[src/rtl/hazard_stall_ctrl.sv]
// ID-stage hazard sequencer: load-use bubbles, data-memory wait freeze and taken-branch flush.
// Optional saturating performance counters are built when HAZARD_PERF_CNT_EN is defined.
module hazard_stall_ctrl #(
    parameter int REG_ADDR_W        = 5,
    parameter int LOAD_STALL_CYCLES = 1,
    parameter int MEM_TIMEOUT       = 255,
    parameter int CNT_W             = 32
) (
    input  logic                  clk,
    input  logic                  rst_n,
    input  logic                  idex_memread,
    input  logic [REG_ADDR_W-1:0] idex_rt,
    input  logic [REG_ADDR_W-1:0] ifid_rs,
    input  logic [REG_ADDR_W-1:0] ifid_rt,
    input  logic                  ifid_uses_rs,
    input  logic                  ifid_uses_rt,
    input  logic                  branch_taken,
    input  logic                  dmem_req,
    input  logic                  dmem_ready,
    output logic                  pc_write,
    output logic                  ifid_write,
    output logic                  stall_choose,
    output logic                  ifid_flush,
    output logic                  pipe_freeze,
    output logic                  mem_timeout,
    output logic [CNT_W-1:0]      lu_stall_cnt,
    output logic [CNT_W-1:0]      mem_wait_cnt,
    output logic [CNT_W-1:0]      flush_cnt
);
    typedef enum logic [1:0] {RUN = 2'd0, LU_STALL = 2'd1, MEM_WAIT = 2'd2} stateT;

    localparam logic        MULTI_BUBBLE = (LOAD_STALL_CYCLES > 1);
    localparam logic [2:0]  LU_RELOAD    = 3'(LOAD_STALL_CYCLES - 1);
    localparam logic [15:0] TIMEOUT_AT   = 16'(MEM_TIMEOUT);

    stateT       state;
    logic [2:0]  luCnt;
    logic [15:0] waitCnt;
    logic [15:0] waitCntNext;
    logic        retLu;
    logic        timeoutFlag;
    logic        hazard;
    logic        memWait;
    logic        frozen;
    logic        luPending;

    // Hazard / wait detection and the "pipeline must freeze or bubble" decisions
    always_comb begin
        hazard  = idex_memread && (idex_rt != {REG_ADDR_W{1'b0}}) &&
                  ((ifid_uses_rs && (ifid_rs == idex_rt)) || (ifid_uses_rt && (ifid_rt == idex_rt)));
        memWait = dmem_req && !dmem_ready;
        if (state == MEM_WAIT) begin
            frozen      = !dmem_ready;
            waitCntNext = (waitCnt == 16'hFFFF) ? waitCnt : waitCnt + 16'd1;
        end else begin
            frozen      = memWait;
            waitCntNext = 16'd1;
        end
        // A wait that interrupted a load-use stall resumes the remaining bubbles on the ready cycle
        luPending = (state == LU_STALL) || ((state == MEM_WAIT) && retLu && (luCnt != 3'd0));
    end

    // Mealy output decode: reset > freeze > bubble > branch flush
    always_comb begin
        pc_write     = 1'b1;
        ifid_write   = 1'b1;
        stall_choose = 1'b0;
        ifid_flush   = 1'b0;
        pipe_freeze  = 1'b0;
        if (!rst_n) begin
            pc_write     = 1'b0;
            ifid_write   = 1'b0;
            stall_choose = 1'b1;
            ifid_flush   = 1'b1;
        end else if (frozen) begin
            pc_write    = 1'b0;
            ifid_write  = 1'b0;
            pipe_freeze = 1'b1;
        end else if (luPending || hazard) begin
            pc_write     = 1'b0;
            ifid_write   = 1'b0;
            stall_choose = 1'b1;
        end else begin
            ifid_flush = branch_taken;
        end
    end

    // Sequencer state, bubble/wait counters and sticky timeout flag
    always_ff @(posedge clk) begin
        if (!rst_n) begin
            state       <= RUN;
            luCnt       <= 3'd0;
            waitCnt     <= 16'd0;
            retLu       <= 1'b0;
            timeoutFlag <= 1'b0;
        end else if (frozen) begin
            state   <= MEM_WAIT;
            waitCnt <= waitCntNext;
            if (state != MEM_WAIT) begin
                retLu <= (state == LU_STALL);
            end else begin
                retLu <= retLu;
            end
            if (waitCntNext == TIMEOUT_AT) begin
                timeoutFlag <= 1'b1;
            end else begin
                timeoutFlag <= timeoutFlag;
            end
        end else if (luPending) begin
            retLu <= 1'b0;
            luCnt <= (luCnt != 3'd0) ? luCnt - 3'd1 : 3'd0;
            state <= (luCnt > 3'd1) ? LU_STALL : RUN;
        end else if (hazard && MULTI_BUBBLE) begin
            retLu <= 1'b0;
            luCnt <= LU_RELOAD;
            state <= LU_STALL;
        end else begin
            retLu <= 1'b0;
            state <= RUN;
        end
    end

    assign mem_timeout = timeoutFlag;

`ifdef HAZARD_PERF_CNT_EN
    logic [CNT_W-1:0] luStallCnt;
    logic [CNT_W-1:0] memWaitCnt;
    logic [CNT_W-1:0] flushCnt;

    function automatic logic [CNT_W-1:0] satInc(input logic [CNT_W-1:0] v);
        return (&v) ? v : v + {{(CNT_W-1){1'b0}}, 1'b1};
    endfunction

    // Saturating event counters driven by the decoded outputs
    always_ff @(posedge clk) begin
        if (!rst_n) begin
            luStallCnt <= {CNT_W{1'b0}};
            memWaitCnt <= {CNT_W{1'b0}};
            flushCnt   <= {CNT_W{1'b0}};
        end else begin
            luStallCnt <= stall_choose ? satInc(luStallCnt) : luStallCnt;
            memWaitCnt <= pipe_freeze  ? satInc(memWaitCnt) : memWaitCnt;
            flushCnt   <= ifid_flush   ? satInc(flushCnt)   : flushCnt;
        end
    end

    assign lu_stall_cnt = luStallCnt;
    assign mem_wait_cnt = memWaitCnt;
    assign flush_cnt    = flushCnt;
`else
    assign lu_stall_cnt = {CNT_W{1'b0}};
    assign mem_wait_cnt = {CNT_W{1'b0}};
    assign flush_cnt    = {CNT_W{1'b0}};
`endif
endmodule

[config.mk]
export PLATFORM = sky130hd
export DESIGN_NAME = hazard_stall_ctrl
export DESIGN_NICKNAME = d
export VERILOG_FILES = /design/src/rtl/hazard_stall_ctrl.sv
export SDC_FILE = /design/constraint.sdc
export NUM_CORES = 1
export LEC_CHECK = 0
export ABC_CLOCK_PERIOD_IN_PS = 2300
export CAP_MARGIN = 25
export CORE_MARGIN = 1
export CORE_UTILIZATION = 30
export CTS_CLUSTER_DIAMETER = 200
export DETAILED_ROUTE_END_ITERATION = 8
export GPL_TIMING_DRIVEN = 0
export PLACE_DENSITY = 0.63
export SLEW_MARGIN = 20
export SYNTH_ARGS = -nofsm -noshare
export SYNTH_HDL_FRONTEND = slang
export SYNTH_SLANG_ARGS = --single-unit
[constraint.sdc]
create_clock -name clk -period 2.3 [get_ports clk]
set_input_delay 0.46 -clock clk [delete_from_list [all_inputs] [get_ports clk]]
set_output_delay 0.46 -clock clk [all_outputs]
set_load 0.02 [all_outputs]
Yosys cells after proc, flatten, opt, wreduce, memory -nomap -nowiden
Index checks and enable logic that the tools add are counted.

Register bits: 23. Input bits: 23. Output and inout bits: 102. Word-level logic and storage cells: 54.

$add $sub $neg: 2. Magnitude comparators: 1. Eq/ne operators: 7. Muxes and demuxes: 18. Bitwise gates (word level): 3. Reduce and logical (&&, ||, !) cells: 17.

Operator list (number): $mux 16 (2); $add 16x1->16 const B (1); $eq 16x16->1 const B (1); $eq 16x8->1 const B (1); $mux 1 (14); $eq 5x5->1 (2); $logic_and 1x1->1 (7); $reduce_and 2->1 (3); $reduce_bool 5->1 (1); $gt 3x1->1 const B (1); $logic_or 1x1->1 (3); $mux 3 (1); $not 1->1 (3); $reduce_bool 3->1 (1); $reduce_or 3->1 (1); $sub 3x1->3 const B (1); $eq 2x1->1 const B (1); $eq 2x2->1 const B (1); $mux 2 (1); $ne 2x2->1 const B (1); $logic_not 1->1 (1).

Longest topological paths before layout
Gate-level depths: netlist of the first run.

Depth after elaboration: 8. Mapped depth: 7. Depth with buffers taken out: 6.

Least setup slack after synthesis of the first run
OpenSTA, ideal clock, no wires.

Path type: flip-flop to flip-flop. Start: register waitCnt[0]. End: register waitCnt[10]. Library setup time: 0.128 ns. Data arrival time: 1.928 ns. Required time: 2.172 ns. Path slack: 0.244 ns. Stages on the path, launching flop included: 7. Buffers on the path: 0. Clock period less this slack: 2.056 ns. Cells stage by stage: dfxtp_1 > ha_1 > nand4_1 > a2111oi_0 > mux2_2 > a22oi_1 > nor2_1.

Cells in the longest elaborated chain, start to end: 3. Elaborated cells between the ends (all ways): 4. Classes of those cells: 1 x add/sub; 1 x eq/ne; 2 x mux.

Ends and longest elaborated chain: from (decl) (RTL line 38) `logic [15:0] waitCnt;`; from (signal assigned) (RTL line 98) `waitCnt <= waitCntNext;`; $add 16x1->16 or $eq 16x16->1 (tied branches) (RTL line 54) `waitCntNext = (waitCnt == 16'hFFFF) ? waitCnt : waitCnt + 16'd1;`; $mux 16 (*) (RTL line 54); $mux 16 (*) (RTL line 52) `if (state == MEM_WAIT) begin`.

Every way passes the cells marked *; elsewhere a longest branch is shown, timed or not. A chain may end at the register's enable or synchronous reset.

Final worst setup path of the first run
Start: input port dmem_req. End: output port pipe_freeze.

Cells in the longest elaborated chain, start to end: 4.

Ends and longest elaborated chain: from (decl) (RTL line 18) `input logic dmem_req,`; $logic_and 1x1->1 (RTL line 51) `memWait = dmem_req && !dmem_ready;`; $mux 1 (RTL line 52); $mux 1 (RTL line 75) `end else if (frozen) begin`; $mux 1 (RTL line 70) `if (!rst_n) begin`; to (decl) (RTL line 24) `output logic pipe_freeze,`.

No other way between the ends.

==> results of run 1 <==
cell type report:
type,count,area (um^2),share of cell area (%)
buffer,111,810,25.6
clock buffer,4,45.0,1.42
inverter,5,18.8,0.593
multi-input combinational,264,1470,46.5
sequential,23,460,14.6
tap,99,124,3.91
timing repair buffer,28,236,7.47
sequential cells by signal (all words and copies together) (netlist names):
register / cells
luCnt: 3
waitCnt: 16
retLu: 1
state: 2
mem_timeout: 1
cells in the final DEF, fill, tap and decap left out, types with 7 or more instances in the layout:
cell type,netlist,layout
dlygate4sd2_1,0,9
a21oi_1,15,15
buf_2,5,7
nor2_1,19,19
conb_1,1,96
nand3_1,8,7
buf_4,97,99
o21ai_0,9,9
clkbuf_2,0,8
nor4_1,8,7
xnor2_1,11,11
nand2_1,22,22
dfxtp_1,23,23
power by group through the flow:
stage	combinational [mW]	sequential, mW	clock [mW]
finish	0.393	0.404	0.257
global route	0.419	0.405	0.284
CTS	0.384	0.404	0.265
detailed placement	0.389	0.413	0
global placement	0.389	0.413	0
floorplan	0.322	0.412	0
layer usage:
layer  global-route usage, %  vias up
li1                        -     1136
met1                    14.7      897
met2                    22.0      105
met3                    2.71        4
met4                    2.82        0
met5                       0        -
cell families (layout without fill, tap and decap cells):
group                    after synthesis  in the layout
other                                  1             96
AND/OR/NAND/NOR                       95             95
AO/OA/AOI/OAI                         58             58
XOR/XNOR                              11             11
buffers and inverters                116            148
adder cells (fa/ha/maj)                1              1
multiplexers                           3              3
flip-flops                            23             23
worst min-delay path, delay by kind of cell, from the launching register on:
| kind | cells | cell delay, ns |
|---|---|---|
| AO/OA/AOI/OAI | 1 | 0.06 |
| flip-flops | 1 | 0.32 |
| AND/OR/NAND/NOR | 1 | 0.05 |
path summary, 6_finish.rpt:
path,startpoint,end,slack (ns),depth (start not counted)
worst max register to register,waitCnt[9],waitCnt[13],0.10,5
worst max-delay path,dmem_req,pipe_freeze,0.08,6
worst min-delay path,mem_timeout,mem_timeout,0.47,2
worst min register to register,mem_timeout,mem_timeout,0.47,2
timing repair:
item	in CTS	in global routing
buffers inserted	0	2
resized for setup	46	22
setup endpoints to repair	15	16
pin swaps	15	10
==> out/results.ini, run 1 <==
[die]
die_area_um2 = 8100
initial_core_util_pct = 31.5
die_h_um = 90.0
core_area_um2 = 7370
io_pins = 125
dieWidth_um = 90.0
rows = 31

[detailed_routing]
vias = 2142
drt_wl_total_mm = 5.17
drc_errors = 0
vias_per_cell = 4.01
dr.pass1.iters = 4
topRoutingLayerUsed = met4
drtAntennaViolNets = 0
drt_iter0_markers = 131
wl_per_cell_um = 9.68
route.met3.wl_um = 451
wl_met1_mm = 2.20
dr_wl_met2_mm = 2.47

[cts]
cts_tree = built
clk_pin_slew_ns = 0.08
cts_made_buffers = 3
ctsLongestPathBuffers = 2
cts-root-buf = clkbuf_8
cts_hold_buf = 0
insertion_delay_ns = 0.27
clock_sinks = 23
h-tree-depth = 1

[pwr]
switching_share_pct = 34.2
power.total_mw = 1.05
ir_drop_mv = 0.177
power_switching_mw = 0.360
p_int_mw = 0.694
p_seq_share_pct = 38.3
p_leak_nw = 1.50
clockPowerShare_pct = 24.4
pwr_density_cell_nw_per_um2 = 333
power_frac_comb_pct = 37.3

[global_routing]
track_usage_pct = 12.2
grt_first_pass_wirelength_mm = 8.35
gr-total-overflow = 0
antenna_found_initial = 0
grt_max_degree = 13
grt_pass1_vias = 1858

[placed_design]
dpl_worst_slack_ns = -0.767
dpl_cell_area_um2 = 3060
io_buffers = 26
place_inst = 528
place_congestion = 0.845
detailed_place_hpwl_mm = 4.00

[cells_and_area]
stdcell_area_um2 = 3160
instances_no_fill = 534
fillers = 749
utilization_pct = 42.9
diodes = 0
syn_to_final_growth_pct = 36.2
fin_nets = 460
drive_gt1_share_pct = 32.4

[critical_path]
cp.required_ns = 1.84
cp_max_fo = 10
crit_type = input port to output pin
crit_buf_inv = 4
slowest_stage = clkdlybuf4s50_1
arrival_ns = 1.76
crit_chain = clkdlybuf4s50_1, o21bai_2, clkbuf_8, buf_6, nor2_1, clkdlybuf4s15_1
cpPeakStageDelay_ns = 0.50
path_delay_family = buffers and inverters
start_kind = input port
worst_setup_path_end_kind = output pin

[sta]
setup_tns_ns = 0
fin_crit_ns = 2.22
drv_slew = 0
fmax_ghz = 0.450
setup_viol = 0
skew_ns = 0.00746
post-route-period-util_pct = 96.7
fin_ws_ns = 0.0763
whs_ns = 0.474
hold_violations = 0

[synth]
synth_top_family_by_area = buffers and inverters
synth-adder-area-share_pct = 0.539
avgSynthCellArea_um2 = 7.54
synth_xor_area_share_pct = 4.15
yosys.area.top_type_share_pct = 31.3
synth-compound-area-share_pct = 16.9
synth_seq_cells = 23
synth.most_common_cell = buf_4
ys_seq_area_share_pct = 19.8
synthArstFlopShare_pct = 0
yosys_most_used_dff = dfxtp_1
synthCells = 308
synth_common_cells = buf_4, dfxtp_1, nand2_1, nor2_1, a21oi_1
synth_simple_gate_area_share_pct = 22.3
synth_area_um2 = 2320
yosys.cell_types.count = 54
muxShareOfSynthArea_pct = 1.45
synth_edf_count = 0
synth_warnings = 0
synth_area_leaders = buf_4, dfxtp_1, xnor2_1
synth.largest_area_cell = buf_4

[flow_run]
drv_cap = 0

[run_status]
status = completed

[hold_path]
min_path_type = flop to flop

(Power assumes the default switching activity.)
==> inputs of run 2 (changes only) <==
- CAP_MARGIN: 25 -> not set
- CORE_UTILIZATION: 30 -> 40
- PLACE_DENSITY: 0.63 -> 0.81
==> run 2 against run 1 <==
Sequential power about the same. Register-to-register slack worse by 0.02 ns. Critical endpoint is now ifid_write. Via count up 3.0%. Non-clock buffer count is 1 higher. Critical path type unchanged. Largest cell class unchanged. Utilization is 14 points higher. Highest routed layer unchanged.
==> out/results.ini, run 2 (synthesis gave the netlist of run 1 again) <==
[run_status]
status = completed

[critical_path]
crit_type = input port to output pin
slowest_stage = clkdlybuf4s50_1
worst_setup_path_end_kind = output pin
path_delay_family = buffers and inverters
crit_buf_inv = 3
arrival_ns = 1.81
cp.required_ns = 1.84
crit_chain = clkdlybuf4s50_1, o21bai_1, clkbuf_8, and3_1, clkdlybuf4s15_2
cp_max_fo = 6
cpPeakStageDelay_ns = 0.44
start_kind = input port

[pwr]
p_leak_nw = 1.54
ir_drop_mv = 0.281
pwr_density_cell_nw_per_um2 = 338
power.total_mw = 1.06

[placed_design]
place_congestion = 0.900
io_buffers = 26
dpl_worst_slack_ns = -0.750
dpl_cell_area_um2 = 3030
detailed_place_hpwl_mm = 3.93

[cells_and_area]
regMostFlops = waitCnt
final_common_cell = buf_4
stdcell_area_um2 = 3140
ff_latch_area_um2 = 460
syn_to_final_growth_pct = 34.9
drive_gt1_share_pct = 31.2
diodes = 0
layout_common_cells = buf_4, conb_1, dfxtp_1, nand2_1, nor2_1
largest_reg_flops = 16
fillers = 555
fin_nets = 461
top_regs = waitCnt: 16 flops, luCnt: 3 flops, state: 2 flops
multiInputGateArea_um2 = 1450

[sta]
whs_ns = 0.479
post-route-period-util_pct = 98.9
fin_crit_ns = 2.27
setup_viol = 0
fin_ws_ns = 0.0257
skew_ns = 0.00459
drv_slew = 0
fmax_ghz = 0.440
hold_violations = 0
setup_tns_ns = 0

[die]
die_h_um = 78.2
initial_core_util_pct = 41.9
rows = 27
die_area_um2 = 6120
dieWidth_um = 78.2
io_pins = 125
core_area_um2 = 5540

[global_routing]
grt_max_degree = 14
antenna_found_initial = 0
track_usage_pct = 16.1
gr-total-overflow = 0
grt_first_pass_wirelength_mm = 8.01
grt_pass1_vias = 1807

[detailed_routing]
dr.pass1.iters = 4
drc_errors = 0
vias_per_cell = 4.34
drt_iter0_markers = 121
drt_wl_total_mm = 5.11
vias = 2207
wl_per_cell_um = 10.0
drtAntennaViolNets = 0

[cts]
ctsLongestPathBuffers = 2
cts-root-buf = clkbuf_8
cts_tree = built
cts_hold_buf = 0
insertion_delay_ns = 0.27
h-tree-depth = 1
clock_sinks = 23
clk_pin_slew_ns = 0.08
cts_made_buffers = 3

[hold_path]
min_path_type = flop to flop

[flow_run]
drv_cap = 0

## run 2: final cells by class
type	instances	area share [%]
Inverter	5	0.599
Sequential cell	23	14.7
Timing Repair Buffer	29	8.26
Buffer	111	25.8
Multi-Input combinational cell	264	46.3
Tap cell	72	2.87
Clock inverter	1	0.160
Clock buffer	3	1.32
## run 2: through the flow
stage	std cells	utilization [%]
2_1_floorplan	403	-
3_3_place_gp	501	54.7
3_5_place_dp	501	54.7
4_1_cts	505	55.7
5_1_grt	508	56.6
6_report	508	56.6
## run 2: what timing repair did
item	in CTS	in global routing
gates cloned	0	0
endpoints found under the setup margin	15	14
buffers inserted	0	3
hold endpoints to repair	0	0
pin swaps	13	4
resized for setup	45	10
## run 2: worst paths after layout
| path | from | slack [ns] | cells past startpoint | end |
|---|---|---|---|---|
| setup / recovery | dmem_req | 0.03 | 5 | ifid_write |
| hold / removal | mem_timeout | 0.48 | 2 | mem_timeout |
| setup reg to reg | waitCnt[7] | 0.08 | 5 | waitCnt[13] |
| hold reg to reg | mem_timeout | 0.48 | 2 | mem_timeout |
## run 2: worst min-delay path, stage by stage (launching register included)
cell and delay [ns]:
dfxtp_1 0.32, nand2_1 0.05, o31ai_1 0.06
## run 2: metal layers
layer,vias up,wire [um],track usage [%]
li1,1141,-,-
met1,951,2070,18.8
met2,103,2460,29.1
met3,12,463,3.37
met4,0,114,4.81
met5,-,0,0
## run 2: where the power goes
part / total [mW] / leakage [nW] / internal, mW / switching, mW
combinational: 0.396 / 1.32 / 0.171 / 0.225
sequential: 0.404 / 0.186 / 0.400 / 0.00350
clock: 0.260 / 0.0255 / 0.121 / 0.139
==> inputs of run 3 (changes only) <==
- ABC_CLOCK_PERIOD_IN_PS: 2300 -> 2500
- TNS_END_PERCENT: not set -> 10
- clock period: 2.3 -> 2.5 ns (I/O delays scaled with it)
==> run 3 against run 2 <==
Utilization down 0.99 points. Register-to-register slack better by 0.06 ns. Count of clock-buffer cells in the layout unchanged. Clock power down 8.8%. Critical path type unchanged. Design area down 1.8%. Sequential cell count unchanged. Critical endpoint is now pc_write. Cell count down 0.59%. Sequential power down 8.2%. Global-route usage down 0.17 points. Die area unchanged. Critical path depth up 3.
==> out/results.ini, run 3 (synthesis gave the netlist of run 1 again) <==
[cts]
postCtsSetupBuffers = 0
cts_made_buffers = 3
insertion_delay_ns = 0.27
h-tree-depth = 1
cts-root-buf = clkbuf_8
cts_tree = built
cts_hold_buf = 0
clock_sinks = 23
clk_pin_slew_ns = 0.08
ctsLongestPathBuffers = 2

[critical_path]
worst_setup_path_end_kind = output pin
reg2reg_slack_ns = 0.14
critical_path_depth = 8
cp_max_fo = 3
r2r-start = waitCnt[0]
cpPeakStageDelay_ns = 0.47
arrival_ns = 1.97
path_delay_family = buffers and inverters
ff2ff_path_depth = 7
start_kind = input port
slowest_stage = clkdlybuf4s50_1
crit_type = input port to output pin
timing.rr.end = waitCnt[1]
crit_chain = clkdlybuf4s50_1, xnor2_1, nand4_1, o22ai_1, a31oi_1, and3_1, buf_4, buf_2
cp.required_ns = 2.00
crit_buf_inv = 3

[sta]
slew_headroom_pct = 55.3
drv_slew = 0
setup_viol = 0
post-route-period-util_pct = 99.0
setup_tns_ns = 0
hold_violations = 0
skew_ns = 0.00222
fin_ws_ns = 0.0257
fin_crit_ns = 2.47
whs_ns = 0.479
fmax_ghz = 0.404
tightest_slew_ns = 0.668
grt_setup_unrepaired = yes

[cells_and_area]
diodes = 0
regMostFlops = waitCnt
stdcell_area_um2 = 3080
final_common_cell = buf_4
syn_to_final_growth_pct = 32.6
fillers = 555
top_regs = waitCnt: 16 flops, luCnt: 3 flops, state: 2 flops
layout_common_cells = buf_4, conb_1, dfxtp_1, nand2_1, nor2_1
largest_reg_flops = 16
drive_gt1_share_pct = 29.3
fin_nets = 458

[placed_design]
detailed_place_hpwl_mm = 3.93
dpl_worst_slack_ns = -0.630
io_buffers = 26
dpl_cell_area_um2 = 3030
place_congestion = 0.900

[global_routing]
grt_first_pass_wirelength_mm = 7.91
track_usage_pct = 15.9
grt_pass1_vias = 1795
gr-total-overflow = 0
antenna_found_initial = 0
grt_max_degree = 14

[die]
initial_core_util_pct = 41.9
io_pins = 125
dieWidth_um = 78.2
die_area_um2 = 6120
rows = 27
core_area_um2 = 5540
die_h_um = 78.2

[pwr]
ir_drop_mv = 0.256
p_leak_nw = 1.48
pwr_density_cell_nw_per_um2 = 315
power.total_mw = 0.969

[detailed_routing]
drc_errors = 0
dr.pass1.iters = 5
drtAntennaViolNets = 0
drt_wl_total_mm = 4.96
vias = 2194
wl_per_cell_um = 9.82
drt_iter0_markers = 125
vias_per_cell = 4.34

[hold_path]
min_path_type = flop to flop
min_to = mem_timeout
hold_path_depth = 2
min-delay-start = mem_timeout

[run_status]
status = completed

[flow_run]
drv_cap = 0

## run 3: area by class of cell
cell class / instances / area [um^2] / share of cell area (%)
Timing Repair Buffer: 26 / 239 / 7.76
Inverter: 5 / 18.8 / 0.609
Multi-Input combinational cell: 264 / 1430 / 46.4
Sequential cell: 23 / 460 / 14.9
Clock inverter: 1 / 5.00 / 0.162
Tap cell: 72 / 90.1 / 2.92
Buffer: 111 / 797 / 25.9
Clock buffer: 3 / 41.3 / 1.34
## run 3: layer usage
layer	part of all wire [%]	global-route usage, %	vias up	wire (um)
met5	0	0	-	0
met4	1.6	4.26	0	79
li1	-	-	1133	-
met1	39	18.4	943	1950
met2	49	29.3	110	2430
met3	10	3.37	8	503
## run 3: per-stage QoR
stage | instances | util, %
finish | 505 | 55.6
floorplan | 403 | -
global route | 505 | 55.6
global placement | 501 | 54.7
detailed placement | 501 | 54.7
CTS | 505 | 55.4
## run 3: how the worst max path moves through the flow
| stage | startpoint | endpoint | slack [ns] |
|---|---|---|---|
| after detailed placement | dmem_req | pipe_freeze | -0.63 |
| after floorplan | dmem_ready | pc_write | 0.38 |
| after global placement | dmem_req | pipe_freeze | -0.63 |
| after CTS | ifid_rt[1] | pc_write | -0.0008 |
| after global routing | waitCnt[0] | waitCnt[1] | -0.05 |
| final | ifid_rs[1] | pc_write | 0.03 |
## run 3: worst register-to-register path: stages, from the launching register on
cell,delay (ns)
dfxtp_1,0.45
ha_1,0.27
nand4_1,0.28
nor4_2,0.44
clkbuf_1,0.40
a21oi_1,0.15
nand2b_1,0.16
a21oi_1,0.14
## run 3: power by group
| group | total, mW | internal (mW) | switching, mW |
|---|---|---|---|
| logic | 0.360 | 0.156 | 0.204 |
| registers | 0.371 | 0.368 | 0.00311 |
| clock network | 0.237 | 0.112 | 0.126 |
## run 3: what timing repair did
| action | 4_1_cts | 5_1_grt |
|---|---|---|
| pin swaps | 3 | 5 |
| endpoints found under the hold margin | 0 | 0 |
| gates resized for setup | 27 | 7 |
| setup endpoints to repair | 5 | 14 |
